[config.mk]
export PLATFORM = sky130hd
export DESIGN_NAME = bitscan_seq
export DESIGN_NICKNAME = d
export VERILOG_FILES = /design/src/rtl/bitscan_seq.sv
export SDC_FILE = /design/constraint.sdc
export NUM_CORES = 1
export LEC_CHECK = 0
export CORE_MARGIN = 1
export CORE_UTILIZATION = 47
export DETAILED_ROUTE_END_ITERATION = 16
export PLACE_DENSITY_LB_ADDON = 0.05
export SYNTH_ARGS = -nofsm -noshare
export SYNTH_HDL_FRONTEND = slang
export SYNTH_SLANG_ARGS = --single-unit
[constraint.sdc]
create_clock -name clk_i -period 2.6 [get_ports clk_i]
set_input_delay 0.52 -clock clk_i [delete_from_list [all_inputs] [get_ports clk_i]]
set_output_delay 0.52 -clock clk_i [all_outputs]
set_load 0.01 [all_outputs]
[src/rtl/bitscan_seq.sv]
// Bitmap-walk sequencer: captures a mask on start and emits the 1-based index
// of every set bit, lowest first, one per accepted valid/ready handshake.
// Each emitted bit is cleared with mask & (mask - 1). A zero mask produces no
// indices and finishes straight away.

module bitscan_seq #(
    parameter int unsigned DW = 32,
    parameter int unsigned IW = 6
) (
    input  logic          clk_i,
    input  logic          reset_ni,
    input  logic          start_i,
    input  logic [DW-1:0] din_i,
    input  logic          abort_i,
    output logic          busy_o,
    output logic          out_valid_o,
    input  logic          out_ready_i,
    output logic [IW-1:0] out_idx_o,
    output logic          out_last_o,
    output logic          done_o,
    output logic [IW-1:0] count_o
);

    localparam logic [1:0] StIdle = 2'd0;
    localparam logic [1:0] StScan = 2'd1;
    localparam logic [1:0] StDone = 2'd2;

    logic [1:0]    state_q, state_d;
    logic [DW-1:0] mask_q, mask_d;
    logic [IW-1:0] count_q, count_d;

    logic [DW-1:0] mask_clr;
    logic [IW-1:0] low_idx;
    logic          is_last;
    logic          in_scan;
    logic          hshake;

    // 1-based index of the lowest set bit; 0 for a zero word.
    function automatic logic [IW-1:0] lowbit(input logic [DW-1:0] m);
        logic [IW-1:0] r;
        r = '0;
        // Scan downwards so the lowest set bit is the final assignment.
        for (int k = DW - 1; k >= 0; k--) begin
            if (m[k]) begin
                r = IW'(k + 1);
            end
        end
        return r;
    endfunction

    // Datapath terms derived from the working mask.
    always_comb begin
        mask_clr = mask_q & (mask_q - DW'(1));
        low_idx  = lowbit(mask_q);
        is_last  = (mask_clr == '0);
        in_scan  = (state_q == StScan);
        hshake   = in_scan && out_ready_i;
    end

    // Next-state logic for state, mask and accepted-index count.
    always_comb begin
        state_d = state_q;
        mask_d  = mask_q;
        count_d = count_q;
        case (state_q)
            StIdle: begin
                if (start_i) begin
                    mask_d  = din_i;
                    count_d = '0;
                    state_d = (din_i != '0) ? StScan : StDone;
                end
            end
            StScan: begin
                if (hshake) begin
                    mask_d  = mask_clr;
                    count_d = count_q + IW'(1);
                    if (is_last) begin
                        state_d = StDone;
                    end
                end
                // Abort wins over continuing, but a same-cycle handshake still counts.
                if (abort_i) begin
                    mask_d  = '0;
                    state_d = StDone;
                end
            end
            StDone: begin
                // start here is deliberately ignored; it must arrive in idle.
                state_d = StIdle;
            end
            default: begin
                state_d = StIdle;
            end
        endcase
    end

    // State registers with synchronous active-low reset.
    always_ff @(posedge clk_i) begin
        if (!reset_ni) begin
            state_q <= StIdle;
            mask_q  <= '0;
            count_q <= '0;
        end else begin
            state_q <= state_d;
            mask_q  <= mask_d;
            count_q <= count_d;
        end
    end

    // Outputs decoded from the registered state; index outputs gated to 0 when not valid.
    always_comb begin
        busy_o      = (state_q == StScan) || (state_q == StDone);
        out_valid_o = in_scan;
        out_idx_o   = in_scan ? low_idx : '0;
        out_last_o  = in_scan && is_last;
        done_o      = (state_q == StDone);
        count_o     = count_q;
    end

endmodule

==> impl_metrics.toml, run 1 <==
[timing]
period_minus_slack_ns = 3.263
setup_tns_ns = -1.069
fin_skew_ns = 0.006517
setup_violations = 4
setup_ws_ns = -0.6631
rsz0062_at_grt = "true"
whs_ns = 0.4880
relSlewSlack = 0.6443
slew_violations = 0
hold_viol_final = 0
max_freq_mhz = 306.5
tightest_slew_ns = 0.5319
fin_crit_sh = 1.255

[synthesis]
netlist_area_mm2 = 0.002728
synth_ff_type = "dfxtp_1"
ys_async_sr_fraction = 0
synth_edf_count = 0
synthCells = 365
ys_seq_elements = 40
ys_seq_area_frac = 0.2936
yosysWarnings = 0
synth_nets = 406
avgSynthCellArea_um2 = 7.473
ys_types = 52

[critical_path]
cp_slowest_cell = "or4_4"
cp_max_fo = 2
cpLargestDelayFamily = "simple AND/OR/NAND/NOR gates"
max_stage_delay_ns = 0.53
critPathKind = "register to primary output"
cp-start-kind = "register"
required_ns = 2.08
path_cells = "or4_4, or3_4, nor4_4, and2_4, o2111ai_2, nor4b_2, and4b_1, buf_2"
worstPathArrival_ns = 2.74
critPathCaptureType = "primary output"
path_buf_inv = 1

[routing]
final_antenna_net_count = 0
drc = 0
wl_um = 8385
drtIter0Drc = 153
avgRoutedWirePerCell_um = 15.41
via_per_inst = 5.744
first_pass_iters = 5
dr_total_vias = 3125

[floorplan]
initial_core_util = 0.4923
die-area_mm2 = 0.006112
rows = 27
die_y_um = 78.18
die_w_um = 78.18
ios = 53
core-area_mm2 = 0.005540

[min_path]
worstHoldPathType = "register to register"

[cts]
clock_latency_ns = 0.30
clock_path_buffers = 2
cts_tree = "built"
cts.sinks = 40
ctsRootBufferMaster = "clkbuf_8"
cts_inserted_buffers = 5
clkTransAtPathRegs_ns = 0.08
htreeDepth = 2

[final_layout]
final_nets = 512
diodes = 0
syn_to_final_growth_pct = 44.59
n_fill_cell = 491
multi_input_area_mm2 = 0.001852
drive_gt1_frac = 0.2521
postLayoutCoreUtil = 0.7118
layout.area.seq_um2 = 804.5

[placement]
dpl.hpwl_um = 6036
gp_congestion = 0.9211
io_buffer_count = 52

[grt]
grt_max_degree = 33
grt_pass1_vias = 2863
antenna_found_initial = 0
grt_pass1_wl_um = 13080
overflow = 0
gr-usage-all-layers = 0.2726

[pwr]
p_total_mw = 5.091
p_per_area_mw_per_mm2 = 1291
power.leakage_nw = 1.545
max-vdd-ir-drop_uv = 590.6

[outcome]
status = "finished with violations"
failed_checks = "setup timing"

[job]
cap_violations = 0
## flip-flops by register name, indices dropped and copies added, names as in the netlist
register	flops
mask_q	32
count_o	6
state_q	2
## cell type report
cell class                 count  area share
clock buffer                   6     0.01840
inverter                      12     0.01142
sequential                    40      0.2040
timing repair buffer         125      0.2649
clock inverter                 2    0.008883
multi-input combinational    287      0.4695
tap                           72     0.02284
## report_power, final
part | total (mW) | leakage (nW) | switching, mW | internal (mW)
clock network | 0.514 | 0.0552 | 0.229 | 0.285
registers | 0.925 | 0.329 | 0.131 | 0.794
logic | 3.65 | 1.16 | 1.92 | 1.73
## final timing paths
check | from | end | slack (ns) | cells after the start
min reg2reg | state_q[0] | state_q[0] | 0.49 | 2
max | mask_q[26] | out_last_o | -0.66 | 8
max reg2reg | mask_q[26] | state_q[0] | 0.12 | 8
min | state_q[0] | state_q[0] | 0.49 | 2
## metrics by stage
stage / instances / cell area (um^2) / setup slack [ns]
floorplan: 365 / 2728 / -0.1522
global placement: 532 / 3742 / -0.6512
detailed placement: 532 / 3742 / -0.7101
CTS: 541 / 3860 / -0.6565
global route: 544 / 3944 / -0.7595
finish: 544 / 3944 / -0.6631
## timing repair
item,in CTS,in global routing
pin swaps,9,16
setup buffers,1,6
hold buffers,0,0
endpoints found under the setup margin,7,10
cloned,0,0
resized for setup,30,24
## worst min-delay path: stages (launching register included)
cell     delay [ns]
dfxtp_1        0.33
nand2_1        0.06
mux2i_1        0.06
## routing by layer
layer / up-vias / GRT usage / wire length [um]
met3: 11 / 0.04302 / 434
met2: 90 / 0.4509 / 4055
met5: - / 0 / 0
li1: 1554 / - / -
met1: 1470 / 0.3550 / 3759
met4: 0 / 0.1037 / 136
## layout by cell type (no fill, tap or decap), drive strengths merged, types with 5 or more instances in the layout
cell type | netlist | layout
nor2 | 34 | 34
o21ai | 47 | 47
dfxtp | 40 | 40
inv | 12 | 12
clkbuf | 21 | 8
nand2 | 30 | 30
a21oi | 23 | 23
nor4 | 19 | 19
nor3 | 13 | 13
clkdlybuf4s50 | 0 | 45
nand4 | 5 | 5
buf | 5 | 78
nor2b | 24 | 24
a22oi | 23 | 23
a21boi | 10 | 10
## logic make-up after synthesis
family	Yosys count	synth area share
DFF	40	0.2936
adders and majority gates	5	0.02202
xor gates and xnor gates	3	0.009635
buffers and inverters	38	0.05917
AOI/OAI and AO/OA	129	0.2959
and+or+nand+nor	148	0.3124
muxes	2	0.007340
## synth_stat cells, types with 3 or more instances
cell type,count,area [um^2]
nand2_1,30,112.6
clkbuf_1,21,78.83
nor2_1,34,127.6
buf_2,3,15.01
nand4_1,4,25.02
and2_1,3,18.77
a31oi_1,3,18.77
nor2b_1,24,150.1
nor4_1,14,87.58
nor3_1,13,65.06
a22oi_1,23,172.7
a21boi_0,10,75.07
o21ai_0,45,225.2
nand2b_1,3,18.77
xor2_1,3,26.28
dfxtp_1,40,800.8
o31ai_1,4,30.03
a21oi_1,23,115.1
inv_1,12,45.04
ha_1,4,50.05
nor4_4,3,63.81
No activity file was read; power rests on OpenSTA's default activity.
==> inputs of run 2 (changes only) <==
CORE_MARGIN = 1.5   (was 1)
CORE_UTILIZATION = 40   (was 47)
==> run 2 against run 1 <==
The run ends with DRC, setup timing left; non-clock buffer count grew 3; clock power shrank 12%; cell area shrank 0.29%; clock skew grew 0.0022 ns; utilization shrank 10 points; worst hold slack gained 0.0052 ns; sequential cell count is the same; count of clock-buffer cells in the layout is the same; sequential power is essentially flat; total power shrank 1.5%; fmax grew 4.0%; setup slack gained 0.12 ns; critical endpoint unchanged; highest routed layer unchanged.
==> impl_metrics.toml, run 2 (synthesis results as in run 1) <==
[cts]
ctsRootBufferMaster = "clkbuf_8"
clock_latency_ns = 0.31
cts_tree = "built"
clkTransAtPathRegs_ns = 0.09
clock_path_buffers = 2
cts.sinks = 40
cts_inserted_buffers = 5
htreeDepth = 2

[timing]
fin_skew_ns = 0.008678
rsz0062_at_grt = "true"
period_minus_slack_ns = 3.139
fin_crit_sh = 1.207
tightest_slew_ns = 0.5504
whs_ns = 0.4932
slew_violations = 0
setup_tns_ns = -0.8913
setup_violations = 4
hold_viol_final = 0
max_freq_mhz = 318.6
relSlewSlack = 0.6297
setup_ws_ns = -0.5387

[floorplan]
core-area_mm2 = 0.006459
initial_core_util = 0.4223
die-area_mm2 = 0.007323
die_w_um = 85.58
ios = 53
die_y_um = 85.58
rows = 29

[critical_path]
path_buf_inv = 1
r2r_start = "mask_q[26]"
required_ns = 2.08
max_stage_delay_ns = 0.53
worstPathArrival_ns = 2.62
cp-start-kind = "register"
worstSetupPathDepth = 8
cp_slowest_cell = "or4_4"
cpLargestDelayFamily = "simple AND/OR/NAND/NOR gates"
timing.rr.end = "state_q[0]"
critPathCaptureType = "primary output"
reg2reg_slack_ns = 0.15
path_cells = "or4_4, or3_4, nor4_4, and2_1, o2111ai_1, nor4b_2, and4b_1, buf_2"
cp_max_fo = 2
critPathKind = "register to primary output"
reg2regPathDepth = 9

[grt]
grt_max_degree = 33
overflow = 0
antenna_found_initial = 0
grt_pass1_wl_um = 13940
gr-usage-all-layers = 0.2374
grt_pass1_vias = 2976

[outcome]
status = "finished with violations"
failed_checks = "DRC, setup timing"

[min_path]
hold_depth = 2
hold_path_end = "state_q[0]"
min-delay-start = "state_q[0]"
worstHoldPathType = "register to register"

[routing]
first_pass_iters = 11
final_antenna_net_count = 0
wl_um = 8471
drc = 3
avgRoutedWirePerCell_um = 15.35
via_per_inst = 5.603
drtIter0Drc = 228
dr_total_vias = 3093

[final_layout]
mostFrequentLayoutCells = "buf_4 (75), clkdlybuf4s50_1 (45), o21ai_0 (44), dfxtp_1 (36), nor2_1 (31)"
drive_gt1_frac = 0.2484
n_fill_cell = 640
top_register = "mask_q"
syn_to_final_growth_pct = 44.17
final_common_cell = "buf_4"
largest_register_ffs = 32
diodes = 0
final_nets = 515

[pwr]
power.leakage_nw = 1.546
max-vdd-ir-drop_uv = 574.3
p_per_area_mw_per_mm2 = 1276

[placement]
io_buffer_count = 52
dpl.hpwl_um = 6343
gp_congestion = 0.9103

[job]
cap_violations = 0
[run 2: tightest hold or removal path: cells and delay by family, from the launching register on]
| kind | cells | cell delay [ns] |
|---|---|---|
| flip-flops | 1 | 0.34 |
| multiplexers | 1 | 0.06 |
| AND/OR/NAND/NOR | 1 | 0.06 |
[run 2: how the worst max path moves through the flow]
| stage | start | endpoint |
|---|---|---|
| after detailed placement | mask_q[26] | out_last_o |
| after global placement | mask_q[26] | out_last_o |
| after CTS | mask_q[26] | out_last_o |
| after floorplan | mask_q[26] | out_last_o |
| after global routing | mask_q[26] | out_last_o |
| final | mask_q[26] | out_last_o |
[run 2: through the flow]
step	util	area [um^2]	std cells	power [mW]	worst slack, ns
global placement	0.5839	3771	540	4.320	-0.6540
finish	0.6089	3933	552	5.016	-0.5387
floorplan	-	2728	365	2.864	-0.1522
CTS	0.6005	3879	551	4.870	-0.6099
global route	0.6089	3933	552	5.437	-0.6927
detailed placement	0.5839	3771	540	4.344	-0.6824
[run 2: power by group]
| group | internal (mW) | switching [mW] |
|---|---|---|
| registers | 0.795 | 0.132 |
| clock network | 0.215 | 0.239 |
| logic | 1.73 | 1.90 |
| total | 2.74 | 2.27 |
[run 2: routing by layer]
layer / routed length [um] / track usage
met3: 405 / 0.03465
met1: 3965 / 0.3098
met5: 0 / 0
met4: 97 / 0.06891
met2: 4003 / 0.4073
[run 2: timing repair]
item / 4_1_cts / 5_1_grt
hold endpoints to repair: 0 / 0
pin swaps: 8 / 13
hold buffers: 0 / 0
gates resized for setup: 29 / 19
setup endpoints to repair: 7 / 8
setup buffers: 3 / 1
[run 2: layout make-up]
| class | count | area, um^2 | area share |
|---|---|---|---|
| multi-input cells | 287 | 1828 | 0.4648 |
| flip-flops and latches | 40 | 805.8 | 0.2049 |
| clock buffers | 6 | 82.58 | 0.02100 |
| well taps | 77 | 96.34 | 0.02450 |
| repair buffers | 128 | 1060 | 0.2695 |
| inverters | 12 | 45.04 | 0.01145 |
| clock inverters | 2 | 15.01 | 0.003818 |
==> inputs of run 3 (changes only) <==
CAP_MARGIN = 20   (was not set)
==> results of run 3 <==
Same layout as run 2: the final DEF is identical, and so are final timing and power.
